[config.mk]
export PLATFORM = sky130hd
export DESIGN_NAME = vga_scaled_display
export DESIGN_NICKNAME = d
export VERILOG_FILES = /design/src/rtl/vga_pkg.sv /design/src/rtl/vga_timing_gen.sv /design/src/rtl/vga_scaled_display.sv
export SDC_FILE = /design/constraint.sdc
export NUM_CORES = 1
export LEC_CHECK = 0
export ABC_AREA = 1
export BUFFER_PORTS_ARGS = -buffer_cell sky130_fd_sc_hd__buf_4
export CORE_MARGIN = 2
export CORE_UTILIZATION = 57
export CTS_CLUSTER_SIZE = 12
export DETAILED_ROUTE_END_ITERATION = 10
export HOLD_SLACK_MARGIN = 0.03
export PLACE_DENSITY = 0.82
export SYNTH_ARGS = -nofsm -noshare
export SYNTH_HDL_FRONTEND = slang
export SYNTH_SLANG_ARGS = --single-unit
[constraint.sdc]
create_clock -name vga_clk -period 2.37 [get_ports vga_clk]
set_input_delay 0.3555 -clock vga_clk [delete_from_list [all_inputs] [get_ports vga_clk]]
set_output_delay 0.3555 -clock vga_clk [all_outputs]
set_load 0.03 [all_outputs]
[src/rtl/vga_pkg.sv]
// Shared VGA definitions: default 640x480@60 timing, per-pixel control flags
// and the RGB332 to RGB444 pin expansion.
package vga_pkg;

    localparam int H_ACTIVE_DEF = 640;
    localparam int H_FP_DEF     = 16;
    localparam int H_SYNC_DEF   = 96;
    localparam int H_BP_DEF     = 48;
    localparam int V_ACTIVE_DEF = 480;
    localparam int V_FP_DEF     = 10;
    localparam int V_SYNC_DEF   = 2;
    localparam int V_BP_DEF     = 33;

    // Control bits that must stay aligned with the pixel they describe.
    // Sync bits here mean "asserted", independent of pin polarity.
    typedef struct packed {
        logic visible;
        logic hsync;
        logic vsync;
        logic frame_first;
    } vga_flags_t;

    typedef struct packed {
        logic [3:0] r;
        logic [3:0] g;
        logic [3:0] b;
    } rgb444_t;

    // MSB replication so full-scale 3/2-bit values map to full-scale 4-bit.
    function automatic rgb444_t expand_rgb332(input logic [7:0] c);
        rgb444_t o;
        o.r = {c[7:5], c[7]};
        o.g = {c[4:2], c[4]};
        o.b = {c[1:0], c[1:0]};
        return o;
    endfunction

endpackage

[src/rtl/vga_timing_gen.sv]
// Horizontal/vertical raster counters with undelayed visible, sync and
// frame-start decode.
module vga_timing_gen
    import vga_pkg::*;
#(
    parameter int H_ACTIVE = H_ACTIVE_DEF,
    parameter int H_FP     = H_FP_DEF,
    parameter int H_SYNC   = H_SYNC_DEF,
    parameter int H_BP     = H_BP_DEF,
    parameter int V_ACTIVE = V_ACTIVE_DEF,
    parameter int V_FP     = V_FP_DEF,
    parameter int V_SYNC   = V_SYNC_DEF,
    parameter int V_BP     = V_BP_DEF,
    parameter int HC_W     = $clog2(H_ACTIVE + H_FP + H_SYNC + H_BP + 1),
    parameter int VC_W     = $clog2(V_ACTIVE + V_FP + V_SYNC + V_BP + 1)
) (
    input  logic            vga_clk,
    input  logic            rst,
    output logic [HC_W-1:0] hc,
    output logic [VC_W-1:0] vc,
    output vga_flags_t      flags
);

    localparam int H_TOTAL = H_ACTIVE + H_FP + H_SYNC + H_BP;
    localparam int V_TOTAL = V_ACTIVE + V_FP + V_SYNC + V_BP;

    // Counter widths hold H_TOTAL/V_TOTAL themselves, so every bound below
    // fits without wrapping.
    localparam logic [HC_W-1:0] H_LAST   = HC_W'(H_TOTAL - 1);
    localparam logic [VC_W-1:0] V_LAST   = VC_W'(V_TOTAL - 1);
    localparam logic [HC_W-1:0] H_VIS    = HC_W'(H_ACTIVE);
    localparam logic [VC_W-1:0] V_VIS    = VC_W'(V_ACTIVE);
    localparam logic [HC_W-1:0] HS_START = HC_W'(H_ACTIVE + H_FP);
    localparam logic [HC_W-1:0] HS_END   = HC_W'(H_ACTIVE + H_FP + H_SYNC);
    localparam logic [VC_W-1:0] VS_START = VC_W'(V_ACTIVE + V_FP);
    localparam logic [VC_W-1:0] VS_END   = VC_W'(V_ACTIVE + V_FP + V_SYNC);

    always_ff @(posedge vga_clk or posedge rst) begin
        if (rst) begin
            hc <= '0;
            vc <= '0;
        end else if (hc == H_LAST) begin
            hc <= '0;
            vc <= (vc == V_LAST) ? '0 : vc + 1'b1;
        end else begin
            hc <= hc + 1'b1;
        end
    end

    always_comb begin
        flags             = '0;
        flags.visible     = (hc < H_VIS) && (vc < V_VIS);
        flags.hsync       = (hc >= HS_START) && (hc < HS_END);
        flags.vsync       = (vc >= VS_START) && (vc < VS_END);
        flags.frame_first = (hc == '0) && (vc == '0);
    end

endmodule

[src/rtl/vga_scaled_display.sv]
// Scaled VGA output: exposes tile coordinates to an external colour source of
// fixed latency and realigns sync/visible flags with the returned colour.
module vga_scaled_display
    import vga_pkg::*;
#(
    parameter int H_ACTIVE    = H_ACTIVE_DEF,
    parameter int H_FP        = H_FP_DEF,
    parameter int H_SYNC      = H_SYNC_DEF,
    parameter int H_BP        = H_BP_DEF,
    parameter int V_ACTIVE    = V_ACTIVE_DEF,
    parameter int V_FP        = V_FP_DEF,
    parameter int V_SYNC      = V_SYNC_DEF,
    parameter int V_BP        = V_BP_DEF,
    parameter int SCALE_SHIFT = 3,
    parameter int PIX_LAT     = 1,
    parameter int SYNC_POL    = 0,
    localparam int TX_RAW     = $clog2(H_ACTIVE >> SCALE_SHIFT),
    localparam int TY_RAW     = $clog2(V_ACTIVE >> SCALE_SHIFT),
    localparam int TX_W       = (TX_RAW < 1) ? 1 : TX_RAW,
    localparam int TY_W       = (TY_RAW < 1) ? 1 : TY_RAW
) (
    input  logic            vga_clk,
    input  logic            rst,
    output logic [TX_W-1:0] tile_x,
    output logic [TY_W-1:0] tile_y,
    input  logic [7:0]      color_in,
    output logic            hsync,
    output logic            vsync,
    output logic [3:0]      red,
    output logic [3:0]      green,
    output logic [3:0]      blue,
    output logic            active,
    output logic            frame_start
);

    localparam int   HC_W     = $clog2(H_ACTIVE + H_FP + H_SYNC + H_BP + 1);
    localparam int   VC_W     = $clog2(V_ACTIVE + V_FP + V_SYNC + V_BP + 1);
    localparam logic SYNC_ACT = (SYNC_POL != 0);

    if ((SCALE_SHIFT < 0) || (SCALE_SHIFT > 4)) begin : g_bad_scale
        $fatal(1, "vga_scaled_display: SCALE_SHIFT must be 0..4");
    end
    if ((H_ACTIVE % (1 << SCALE_SHIFT)) != 0) begin : g_bad_h
        $fatal(1, "vga_scaled_display: H_ACTIVE not divisible by tile size");
    end
    if ((V_ACTIVE % (1 << SCALE_SHIFT)) != 0) begin : g_bad_v
        $fatal(1, "vga_scaled_display: V_ACTIVE not divisible by tile size");
    end
    if ((PIX_LAT < 0) || (PIX_LAT > 4)) begin : g_bad_lat
        $fatal(1, "vga_scaled_display: PIX_LAT must be 0..4");
    end

    logic [HC_W-1:0] hc;
    logic [VC_W-1:0] vc;
    vga_flags_t      flags_p0;
    vga_flags_t      flags_dly;
    rgb444_t         pix_rgb;

    vga_timing_gen #(
        .H_ACTIVE (H_ACTIVE),
        .H_FP     (H_FP),
        .H_SYNC   (H_SYNC),
        .H_BP     (H_BP),
        .V_ACTIVE (V_ACTIVE),
        .V_FP     (V_FP),
        .V_SYNC   (V_SYNC),
        .V_BP     (V_BP),
        .HC_W     (HC_W),
        .VC_W     (VC_W)
    ) u_timing (
        .vga_clk (vga_clk),
        .rst     (rst),
        .hc      (hc),
        .vc      (vc),
        .flags   (flags_p0)
    );

    // Stage p0: tile request to the colour source, straight from the counters.
    assign tile_x = flags_p0.visible ? TX_W'(hc >> SCALE_SHIFT) : '0;
    assign tile_y = flags_p0.visible ? TY_W'(vc >> SCALE_SHIFT) : '0;

    // Stages p1..pPIX_LAT: flags wait for the colour source to answer.
    if (PIX_LAT == 0) begin : g_no_dly
        assign flags_dly = flags_p0;
    end else begin : g_dly
        vga_flags_t flags_pipe [PIX_LAT];

        always_ff @(posedge vga_clk or posedge rst) begin
            if (rst) begin
                for (int i = 0; i < PIX_LAT; i++) flags_pipe[i] <= '0;
            end else begin
                flags_pipe[0] <= flags_p0;
                for (int i = 1; i < PIX_LAT; i++) flags_pipe[i] <= flags_pipe[i-1];
            end
        end

        assign flags_dly = flags_pipe[PIX_LAT-1];
    end

    assign pix_rgb = expand_rgb332(color_in);

    // Output stage: colour and its flags are captured on the same edge.
    always_ff @(posedge vga_clk or posedge rst) begin
        if (rst) begin
            hsync       <= ~SYNC_ACT;
            vsync       <= ~SYNC_ACT;
            active      <= 1'b0;
            frame_start <= 1'b0;
            red         <= '0;
            green       <= '0;
            blue        <= '0;
        end else begin
            hsync       <= flags_dly.hsync ? SYNC_ACT : ~SYNC_ACT;
            vsync       <= flags_dly.vsync ? SYNC_ACT : ~SYNC_ACT;
            active      <= flags_dly.visible;
            frame_start <= flags_dly.frame_first;
            red         <= flags_dly.visible ? pix_rgb.r : '0;
            green       <= flags_dly.visible ? pix_rgb.g : '0;
            blue        <= flags_dly.visible ? pix_rgb.b : '0;
        end
    end

endmodule
==> metrics.csv <==
stage,metric,value,unit
clocking,h-tree-depth,2,
job,drv_cap,0,
power_and_ir_drop,switching_share,21.5,%
critical_path,critPathMaxStageDelay,0.41,ns
synthesis,synth_fp_nets,229,
power_and_ir_drop,pwr-share-seq,56.4,%
grt,antenna_found_initial,0,
power_and_ir_drop,p_leak,0.00117,uW
run_status,status,completed,
critical_path,cp_slowest_cell,dfrtp_1,
finish,fin_util,70.6,%
timing,maxSlewViolCount,0,
placed_design,dpl.hpwl,2510,um
die,initial_core_util,58.8,%
critical_path,crit_start,u_timing.hc[7]$_DFF_PP0_,
synthesis,syn_area_per_cell,8.21,sq um
routing,vias,1482,
timing,max_slew_margin,71.1,%
critical_path,critPathTopFamily,simple AND/OR/NAND/NOR gates,
routing,via_per_inst,5.16,
timing,finalCriticalPeriod,2.11,ns
power_and_ir_drop,p_sw,237,uW
routing,avgRoutedWirePerCell,12.0,um
finish,multi_input_area,649,sq um
timing,hold_violations,0,
placed_design,place_congestion,0.897,
power_and_ir_drop,power.density,521,nW/um^2
finish,fin_area,2120,sq um
clocking,clk_latency,0.34,ns
timing,fin_skew,0.00673,ns
timing,setup_tns,0,ns
finish,syn2layout_area_growth,20.1,%
die,fp.dieW,59.7,um
routing,first_pass_iters,4,
critical_path,cp-start-kind,register,
synthesis,ys_seq_area_share,51.2,%
placed_design,pre_cts_slack,0.471,ns
synthesis,post-synth-top-count-cell,inv_1,
critical_path,critPathBufInv,4,
timing,max_freq,474,MHz
synthesis,synth_ff_type,dfrtp_1,
finish,nets,267,
routing,drc,0,
placed_design,io_buffers,38,
timing,tightestPinTransition,0.433,ns
synthesis,syn-cell-area,1770,sq um
power_and_ir_drop,vdd_drop_max,0.390,mV
clocking,cts.sinks,36,
synthesis,ys_warn_count,0,
power_and_ir_drop,intPower,868,uW
timing,setup_violations,0,
critical_path,timing.rr.start,u_timing.hc[0]$_DFF_PP0_,
finish,drive_gt1_share,20.9,%
finish,diodes,0,
critical_path,path_max_fanout,13,
timing,fin_crit_sh,89.0,%
finish,final_cells,287,
die,rows,20,
finish,regArea,903,sq um
synthesis,yosysTopAreaCell,dfrtp_1,
placed_design,dp_cells,279,
routing,drtIter0Drc,70,
synthesis,synth_top_area_share,48.2,%
critical_path,endpoint_kind,output pin,
routing,ant_nets,0,
die,core-area,3000,sq um
timing,rsz0062_at_grt,no,
grt,grtUsageTotal,21.4,%
die,io_pins,39,
critical_path,critical_path_class,reg2out,
grt,grt_pass1_wl,5550,um
grt,grt_overflow_total,0,
critical_path,path_common_cell,inv_1,
critical_path,critPathArrivalTime,1.75,ns
critical_path,path_cells,"inv_1, nor3_1, nor2_1, nand3_2, inv_1, nand2_1, inv_1, buf_4",
clocking,cts_tree,yes,
clocking,numCtsBuffers,5,
power_and_ir_drop,clockPowerShare,37.5,%
clocking,cts_root_buffer,clkbuf_4,
die,die_area,3560,sq um
synthesis,synth_area_leaders,"dfrtp_1, inv_1, nand2_1, nor2_1, nand4_1",
grt,grt_pass1_vias,1266,
clocking,path_clk_slew,0.10,ns
finish,fill_cells,272,
critical_path,required,2.01,ns
synthesis,ys_ff_latch,36,
synthesis,synth_enable_flop_cells,0,
die,die_height,59.7,um
synthesis,synth_cell_types,20,
routing,postRouteWirelength,3450,um
synthesis,async_reset_ff_share,100,%
synthesis,synth_cells,215,
power_and_ir_drop,comb_power_share,6.1,%
grt,grt_max_degree,37,
clocking,cts_buffer_depth,2,
synthesis,synth_common_cells,"inv_1, nand2_1, dfrtp_1",
min_path,hold_path_class,in2async,
timing,fin_ws,0.260,ns
placed_design,postPlaceCellArea,2040,sq um
==> sequential cells by signal (all words and copies together) (netlist names) <==
| name | flops |
|---|---|
| u_timing.hc | 10 |
| u_timing.vc | 10 |
| flags_dly | 4 |
| green | 3 |
| red | 3 |
| blue | 2 |
| active | 1 |
| frame_start | 1 |
| hsync | 1 |
| vsync | 1 |
==> worst reg2reg max path: cells and delay by family, from the launching register on <==
family / cells / cell delay, ns
and+or+nand+nor: 4 / 0.65
xor gates and xnor gates: 1 / 0.16
buffers and inverters: 1 / 0.09
adders and majority gates: 1 / 0.24
DFF: 1 / 0.47
==> final timing paths <==
check / end / slack, ns / depth (start not counted)
worst max-delay path: tile_y[5] / 0.26 / 8
worst min-delay path: u_timing.hc[9]$_DFF_PP0_ / 0.12 / 3
worst max register to register: u_timing.vc[5]$_DFFE_PP0N_ / 0.67 / 7
worst min register to register: vsync$_DFF_PP1_ / 0.36 / 1
max in group asynchronous: hsync$_DFF_PP1_ / 1.91 / 3
min in group vga_clk: blue[2]$_DFF_PP0_ / 0.20 / 3
==> power groups by stage <==
| stage | Combinational (uW) | Clock, uW | Sequential (uW) |
|---|---|---|---|
| floorplan | 26.4 | 0 | 650 |
| global placement | 68.3 | 0 | 635 |
| detailed placement | 69.0 | 0 | 635 |
| CTS | 69.2 | 430 | 623 |
| global route | 74.2 | 453 | 624 |
| finish | 67.9 | 414 | 623 |
==> layer usage <==
metal / track usage, % / up-vias / routed length, um
li1: - / 738 / -
met1: 27.5 / 686 / 1540
met2: 32.8 / 53 / 1600
met3: 6.71 / 5 / 245
met4: 10.8 / 0 / 61
met5: 0 / - / 0
==> per-stage QoR <==
stage | hold WS, ns | total power [uW]
3_5_place_dp | 0.336 | 704
4_1_cts | 0.120 | 1120
2_1_floorplan | 0.331 | 676
5_1_grt | 0.150 | 1150
3_3_place_gp | 0.334 | 703
6_report | 0.124 | 1110
==> cell type report <==
class                   count  share of cell area (%)
well taps                  33                    1.95
repair buffers             39                    13.8
inverters                  42                    7.43
clock buffers               6                    1.95
flip-flops and latches     36                    42.6
clock inverters             2                    1.65
multi-input cells         129                    30.6
==> placed cells by master, fill, tap and decap left out, types with 5 or more instances in the layout <==
cell	netlist	final
buf_4	6	39
clkbuf_4	0	5
dfrtp_1	34	34
inv_1	41	41
nand2_1	36	36
nand3_1	13	12
nand4_1	11	11
nor2_1	32	32
nor3_1	8	8
o21ai_0	9	9
xor2_1	6	6
==> what timing repair did <==
action,in CTS,in global routing
setup buffers,0,0
setup endpoints to repair,0,10
resized for setup,0,1
hold buffers,0,0
==> cell families (layout without fill, tap and decap cells) <==
group	count (synthesis)	in the layout	synth area share, %
compound gates	16	16	4.54
xor+xnor	6	6	2.98
fa+ha+maj	4	4	2.83
buf+inv	50	89	12.3
flops	36	36	51.2
simple gates	103	103	26.2
No activity file was read; power rests on OpenSTA's default activity.
